--- src/rtl/id_ex_stage.sv ---
// ID/EX pipeline register: decodes a subset of RV32 ALU instructions, resolves
// operand forwarding at capture time, and holds one entry under valid/ready flow control.
module id_ex_stage #(
    parameter int XLEN = 32
) (
    input  logic            clk,
    input  logic            rst_n,
    input  logic            in_valid,
    output logic            in_ready,
    input  logic [6:0]      opcode,
    input  logic [2:0]      funct3,
    input  logic            funct7_5,
    input  logic [XLEN-1:0] imm,
    input  logic [4:0]      rs1_addr,
    input  logic [4:0]      rs2_addr,
    input  logic [4:0]      rd_addr,
    input  logic [XLEN-1:0] rs1_data,
    input  logic [XLEN-1:0] rs2_data,
    input  logic            fwd_mem_en,
    input  logic [4:0]      fwd_mem_rd,
    input  logic [XLEN-1:0] fwd_mem_data,
    input  logic            fwd_wb_en,
    input  logic [4:0]      fwd_wb_rd,
    input  logic [XLEN-1:0] fwd_wb_data,
    input  logic            flush,
    input  logic            out_ready,
    output logic            out_valid,
    output logic [XLEN-1:0] a,
    output logic [XLEN-1:0] b,
    output logic [2:0]      alu_control,
    output logic [4:0]      rd_out,
    output logic            illegal,
    output logic [15:0]     issued
);

    typedef enum logic [2:0] {
        ALU_ADD = 3'b000,
        ALU_SUB = 3'b001,
        ALU_SRA = 3'b010,
        ALU_SRL = 3'b100,
        ALU_AND = 3'b101,
        ALU_OR  = 3'b110
    } alu_op_t;

    localparam logic [6:0] OP_R = 7'b0110011;
    localparam logic [6:0] OP_I = 7'b0010011;

    logic            capture;
    logic            drain;
    logic [XLEN-1:0] rs1_val;
    logic [XLEN-1:0] rs2_val;
    logic [XLEN-1:0] dec_a;
    logic [XLEN-1:0] dec_b;
    logic [4:0]      dec_rd;
    alu_op_t         dec_op;
    logic            dec_illegal;
    logic            is_r;
    logic            is_i;

    assign in_ready = (!out_valid || out_ready) && !flush;
    assign capture  = in_valid && in_ready;
    assign drain    = out_valid && out_ready && !flush;

    // Register x0 reads as zero, so an addr match against rd==0 never forwards.
    always_comb begin
        // NOTE: every combinational output gets a default first so no path infers a latch.
        rs1_val = rs1_data;
        if (rs1_addr == 5'd0)
            rs1_val = '0;
        else if (fwd_mem_en && fwd_mem_rd == rs1_addr)
            rs1_val = fwd_mem_data;
        else if (fwd_wb_en && fwd_wb_rd == rs1_addr)
            rs1_val = fwd_wb_data;

        rs2_val = rs2_data;
        if (rs2_addr == 5'd0)
            rs2_val = '0;
        else if (fwd_mem_en && fwd_mem_rd == rs2_addr)
            rs2_val = fwd_mem_data;
        else if (fwd_wb_en && fwd_wb_rd == rs2_addr)
            rs2_val = fwd_wb_data;
    end

    always_comb begin
        is_r        = (opcode == OP_R);
        is_i        = (opcode == OP_I);
        dec_op      = ALU_ADD;
        dec_illegal = 1'b1;
        dec_a       = '0;
        dec_b       = '0;
        dec_rd      = '0;

        if (is_r || is_i) begin
            dec_illegal = 1'b0;
            case (funct3)
                3'b000:  dec_op = (is_r && funct7_5) ? ALU_SUB : ALU_ADD;
                3'b101:  dec_op = funct7_5 ? ALU_SRA : ALU_SRL;
                3'b110:  dec_op = ALU_OR;
                3'b111:  dec_op = ALU_AND;
                default: dec_illegal = 1'b1;
            endcase
        end

        if (!dec_illegal) begin
            dec_a  = rs1_val;
            dec_rd = rd_addr;
            if (is_r)
                dec_b = rs2_val;
            else if (funct3 == 3'b101)
                dec_b = XLEN'(imm[4:0]);
            else
                dec_b = imm;
        end
    end

    // Flush outranks capture; a drain with no capture empties the entry.
    always_ff @(posedge clk or negedge rst_n) begin
        if (!rst_n) begin
            // NOTE: sequential state uses non-blocking assignments so all flops update together.
            out_valid   <= 1'b0;
            a           <= '0;
            b           <= '0;
            alu_control <= 3'b000;
            rd_out      <= 5'd0;
            illegal     <= 1'b0;
            issued      <= 16'd0;
        end else begin
            if (drain)
                issued <= issued + 16'd1;

            if (flush)
                out_valid <= 1'b0;
            else if (capture)
                out_valid <= 1'b1;
            else if (out_valid && out_ready)
                out_valid <= 1'b0;

            if (capture) begin
                a           <= dec_a;
                b           <= dec_b;
                alu_control <= dec_op;
                rd_out      <= dec_rd;
                illegal     <= dec_illegal;
            end
        end
    end

endmodule

--- config.mk ---
export PLATFORM = sky130hd
export DESIGN_NAME = id_ex_stage
export DESIGN_NICKNAME = d
export VERILOG_FILES = /design/src/rtl/id_ex_stage.sv
export SDC_FILE = /design/constraint.sdc
export NUM_CORES = 1
export LEC_CHECK = 0
export CAP_MARGIN = 25
export CORE_MARGIN = 5
export CORE_UTILIZATION = 35
export DETAILED_ROUTE_END_ITERATION = 6
export GPL_TIMING_DRIVEN = 0
export PLACE_DENSITY = 0.73
export SLEW_MARGIN = 20
export SYNTH_ARGS = -nofsm -noshare
export SYNTH_HDL_FRONTEND = slang
export SYNTH_SLANG_ARGS = --single-unit
--- constraint.sdc ---
create_clock -name clk -period 2.4 [get_ports clk]
set_clock_uncertainty 0.15 [all_clocks]
set_input_delay 0.36 -clock clk [delete_from_list [all_inputs] [get_ports clk]]
set_output_delay 0.36 -clock clk [all_outputs]
set_load 0.01 [all_outputs]
==> impl_results.html <==
<table>
<tr><th>Metric</th><th>Value</th></tr>
<tr><th colspan="2">Status</th></tr>
<tr><td>Result of the run</td><td>finished, final reports clean</td></tr>
<tr><th colspan="2">Finish</th></tr>
<tr><td>Fill cells</td><td>1293</td></tr>
<tr><td>Most common library cell in the layout ignoring fill and taps</td><td>sky130_fd_sc_hd__clkdlybuf4s50_1</td></tr>
<tr><td>Relative area change from synthesis to final layout</td><td>67.7%</td></tr>
<tr><td>Commonest cells after routing, fill and taps aside</td><td>sky130_fd_sc_hd__clkdlybuf4s50_1 (286), sky130_fd_sc_hd__dfrtp_1 (90), sky130_fd_sc_hd__nor2_1 (45)</td></tr>
<tr><td>Final nets</td><td>1058</td></tr>
<tr><td>End-of-flow core utilization</td><td>0.597</td></tr>
<tr><td>Antenna Diode Count</td><td>0</td></tr>
<tr><td>Ratio of cells with drive above 1 in the final layout</td><td>0.0873</td></tr>
<tr><th colspan="2">STA</th></tr>
<tr><td>Final worst path period need</td><td>2.33 ns</td></tr>
<tr><td>Worst Tran Pin Value</td><td>0.596 ns</td></tr>
<tr><td>Tcrit/Tclk final</td><td>0.969</td></tr>
<tr><td>Worst slew slack as a fraction of its limit</td><td>0.603</td></tr>
<tr><td>Worst-case hold slack</td><td>0.321 ns</td></tr>
<tr><td>Worst Slack Setup Final</td><td>0.0744 ns</td></tr>
<tr><td>Max-slew violations</td><td>0</td></tr>
<tr><td>Final Hold Violating Endpoints</td><td>0</td></tr>
<tr><td>Final setup violation count</td><td>0</td></tr>
<tr><td>F_max</td><td>430 MHz</td></tr>
<tr><td>Setup repair after global routing missed its margin</td><td>yes</td></tr>
<tr><th colspan="2">Worst setup path</th></tr>
<tr><td>Slowest Stage Delay on Critical Path</td><td>0.49 ns</td></tr>
<tr><td>Reg-to-reg setup timing slack</td><td>0.10 ns</td></tr>
<tr><td>CP max stage cell</td><td>sky130_fd_sc_hd__clkdlybuf4s50_1</td></tr>
<tr><td>Worst reg-to-reg path cell count</td><td>6</td></tr>
<tr><td>Critical path launch point</td><td>out_ready</td></tr>
<tr><td>Worst Path Class, Setup</td><td>input port to register</td></tr>
<tr><td>Critical path required time</td><td>2.47 ns</td></tr>
<tr><td>Endpoint of the lowest-slack register-to-register path</td><td>b[16]</td></tr>
<tr><td>Critical path, cell by cell</td><td>clkdlybuf4s50_1 -&gt; nor2b_1 -&gt; nor3b_4 -&gt; and3_4 -&gt; o211ai_4 -&gt; buf_6 -&gt; o31ai_1</td></tr>
<tr><td>Element type at the critical path start</td><td>input port</td></tr>
<tr><td>Critical Path Fanout Max</td><td>10</td></tr>
<tr><td>Critical Path AT</td><td>2.40 ns</td></tr>
<tr><td>Capturing instance or port of the critical path</td><td>b[16]</td></tr>
<tr><td>Type of destination of the critical path</td><td>register</td></tr>
<tr><td>Startpoint of the lowest-slack register-to-register path</td><td>out_valid</td></tr>
<tr><th colspan="2">GRT</th></tr>
<tr><td>Most Used Layer, Global Route</td><td>met2</td></tr>
<tr><td>Via count of the first global-routing pass</td><td>6608</td></tr>
<tr><td>Pin count of the biggest net entering global routing</td><td>51</td></tr>
<tr><td>Remaining global-route overflow</td><td>0</td></tr>
<tr><td>Antenna violations before repair</td><td>0</td></tr>
<tr><td>Met3 track demand over resource in global routing</td><td>0.0750</td></tr>
<tr><td>Met2 track utilization from global routing</td><td>0.450</td></tr>
<tr><td>Wire length of the first global-routing pass</td><td>37000 um</td></tr>
<tr><td>Total GRT Usage</td><td>0.265</td></tr>
<tr><td>Met1 Usage GRT</td><td>0.319</td></tr>
<tr><th colspan="2">Synthesis</th></tr>
<tr><td>Net count after synthesis</td><td>753</td></tr>
<tr><td>Synthesized cell area</td><td>0.00541 sq mm</td></tr>
<tr><td>Number of enable-type register cells in the synthesized netlist</td><td>0</td></tr>
<tr><td>Fraction of synthesis flops using an asynchronous set or reset pin</td><td>1.00</td></tr>
<tr><td>Main synth FF type</td><td>sky130_fd_sc_hd__dfrtp_1</td></tr>
<tr><td>Yosys Warn Count</td><td>0</td></tr>
<tr><td>Yosys cell types</td><td>41</td></tr>
<tr><td>Yosys reg bits</td><td>90</td></tr>
<tr><td>Fraction of the yosys area taken by sequential cells</td><td>0.416</td></tr>
<tr><td>Per-instance average area after synthesis</td><td>9.85 sq um</td></tr>
<tr><td>Number of instances in the synthesized netlist</td><td>549</td></tr>
<tr><th colspan="2">Floorplanning</th></tr>
<tr><td>Full die area</td><td>0.0180 sq mm</td></tr>
<tr><td>Die Ht</td><td>134 um</td></tr>
<tr><td>Area of the core</td><td>0.0152 sq mm</td></tr>
<tr><td>Number of placement rows</td><td>45</td></tr>
<tr><td>I/O pin count</td><td>294</td></tr>
<tr><td>Die X-Extent</td><td>134 um</td></tr>
<tr><td>Effective utilization at floorplan</td><td>0.356</td></tr>
<tr><th colspan="2">Power</th></tr>
<tr><td>Logic gate share of total power</td><td>0.213</td></tr>
<tr><td>Total chip power</td><td>4.05 mW</td></tr>
<tr><td>Sequential share of power</td><td>0.396</td></tr>
<tr><td>Leakage power figure</td><td>3.82 nW</td></tr>
<tr><td>Internal power</td><td>2.99 mW</td></tr>
<tr><td>Power spent charging and discharging nets</td><td>1.05 mW</td></tr>
<tr><td>Clock network fraction of total power</td><td>0.390</td></tr>
<tr><td>Max IR drop VDD</td><td>0.334 mV</td></tr>
<tr><td>Switching Fraction</td><td>0.260</td></tr>
<tr><td>Power density over the cells</td><td>446 mW/mm^2</td></tr>
<tr><th colspan="2">Clock network</th></tr>
<tr><td>Clock root buffer</td><td>sky130_fd_sc_hd__clkbuf_16</td></tr>
<tr><td>Insertion delay to the later sink of the worst-skew pair</td><td>0.34 ns</td></tr>
<tr><td>CTS sink count</td><td>90</td></tr>
<tr><td>Number of buffers created by CTS</td><td>9</td></tr>
<tr><td>Number of buffers between clock root and the deepest sink</td><td>2</td></tr>
<tr><td>CTS clk-pin slew, worst paths</td><td>0.07 ns</td></tr>
<tr><td>H-Tree Depth</td><td>3</td></tr>
<tr><td>TritonCTS clock tree</td><td>done</td></tr>
<tr><th colspan="2">Place</th></tr>
<tr><td>Detail Placement HPWL</td><td>19200 um</td></tr>
<tr><td>Setup WS pre-CTS</td><td>-0.820 ns</td></tr>
<tr><td>Count of port buffers added during placement</td><td>293</td></tr>
<tr><td>Routability Congestion</td><td>1.01</td></tr>
<tr><th colspan="2">Routing</th></tr>
<tr><td># DRC</td><td>0</td></tr>
<tr><td>Number of routed nets with antenna violations</td><td>0</td></tr>
<tr><td>Routed via count divided by cell count</td><td>5.78</td></tr>
<tr><td>Pre-Repair DR Iteration Count</td><td>5</td></tr>
<tr><td>Mean routed wirelength per cell</td><td>23.7 um</td></tr>
<tr><td>Via count</td><td>6049</td></tr>
<tr><td>Starting DRC count in detailed routing</td><td>484</td></tr>
<tr><td>Total Wirelength</td><td>24800 um</td></tr>
<tr><th colspan="2">Worst hold path</th></tr>
<tr><td>Classification of the worst-slack hold path</td><td>register to register</td></tr>
<tr><th colspan="2">Run</th></tr>
<tr><td>Count of max-cap constraint violations</td><td>0</td></tr>
</table>
[flip-flops by register name, summed over array words and instances (netlist names)]
register	count
a	32
alu_control	3
b	32
illegal	1
issued	16
out_valid	1
rd_out	5
[how the worst min path moves through the flow]
stage	depth (start not counted)	slack [ns]	end	start
after global placement	1	0.31	issued[15]	issued[15]
after detailed placement	1	0.16	a[18]	rst_n
after global routing	1	0.36	issued[15]	issued[15]
after CTS	1	0.32	issued[15]	issued[15]
after floorplan	0	-0.09	a[0]	rst_n
final	1	0.32	issued[15]	issued[15]
[layout make-up]
class | instances | area, sq um | area share
plain buffers | 48 | 308 | 0.0339
clock inverters | 7 | 98.8 | 0.0109
inverters | 4 | 15.0 | 0.00166
clock buffers | 9 | 225 | 0.0248
well taps | 188 | 235 | 0.0259
flip-flops and latches | 90 | 2250 | 0.248
multi-input cells | 404 | 2940 | 0.324
repair buffers | 297 | 3000 | 0.331
[Yosys cell counts (2+ instances only)]
master	n	area, sq um
sky130_fd_sc_hd__nand3_1	8	40.0
sky130_fd_sc_hd__buf_6	5	56.3
sky130_fd_sc_hd__o21ai_0	5	25.0
sky130_fd_sc_hd__nor4_1	3	18.8
sky130_fd_sc_hd__xor2_1	13	114
sky130_fd_sc_hd__dfrtp_1	90	2250
sky130_fd_sc_hd__clkbuf_1	33	124
sky130_fd_sc_hd__inv_1	4	15.0
sky130_fd_sc_hd__buf_2	7	35.0
sky130_fd_sc_hd__xnor2_1	22	193
sky130_fd_sc_hd__a21oi_1	32	160
sky130_fd_sc_hd__a32o_1	33	330
sky130_fd_sc_hd__nand2_1	16	60.1
sky130_fd_sc_hd__o31ai_1	32	240
sky130_fd_sc_hd__a221oi_1	32	280
sky130_fd_sc_hd__nor2_1	46	173
sky130_fd_sc_hd__a221o_2	2	22.5
sky130_fd_sc_hd__a221o_1	30	300
sky130_fd_sc_hd__or3_1	2	12.5
sky130_fd_sc_hd__and3_1	38	238
sky130_fd_sc_hd__nand4_1	5	31.3
sky130_fd_sc_hd__and2_1	32	200
sky130_fd_sc_hd__buf_4	3	22.5
sky130_fd_sc_hd__buf_8	2	30.0
sky130_fd_sc_hd__a22o_1	6	52.6
sky130_fd_sc_hd__nand2b_1	33	206
[routing by layer]
metal	vias to the layer above	routed length (um)
met3	44	2370
li1	2716	-
met2	343	12000
met1	2946	9760
met5	-	0
met4	0	674
[timing repair]
item / in CTS / in global routing
endpoints found under the setup margin: 61 / 60
hold buffers: 1 / 0
endpoints found under the hold margin: 40 / 0
gates resized for setup: 18 / 36
setup buffers: 2 / 0
pin swaps: 1 / 3
[cells by family (layout without fill, tap and decap cells)]
logic type / after synthesis / in the layout / synth area share
flip-flops: 90 / 90 / 0.416
XOR/XNOR: 35 / 35 / 0.0567
AND/OR/NAND/NOR: 191 / 191 / 0.195
multiplexers: 1 / 1 / 0.00208
adder cells (fa/ha/maj): 1 / 1 / 0.00231
AO/OA/AOI/OAI: 176 / 176 / 0.274
buffers and inverters: 55 / 365 / 0.0530
[worst max-delay path, delay by kind of cell]
family / cells / cell delay (ns)
simple gates: 3 / 0.88
buf+inv: 2 / 0.68
compound gates: 2 / 0.47
[power by group through the flow]
stage,combinational [mW],sequential (mW),clock (mW)
final,0.863,1.60,1.58
after global routing,0.917,1.61,1.68
after CTS,0.859,1.60,1.61
after detailed placement,0.848,1.63,0
after global placement,0.830,1.63,0
after floorplan,0.259,1.64,0
[stage by stage]
step,cell area [sq um],instances,setup TNS (ns)
floorplan,5410,549,0
global placement,8580,1030,-293.31
detailed placement,8610,1031,-35.14
CTS,8990,1047,0
global route,9070,1047,-0.0929
finish,9070,1047,0
No activity file was read; power rests on OpenSTA's default activity.
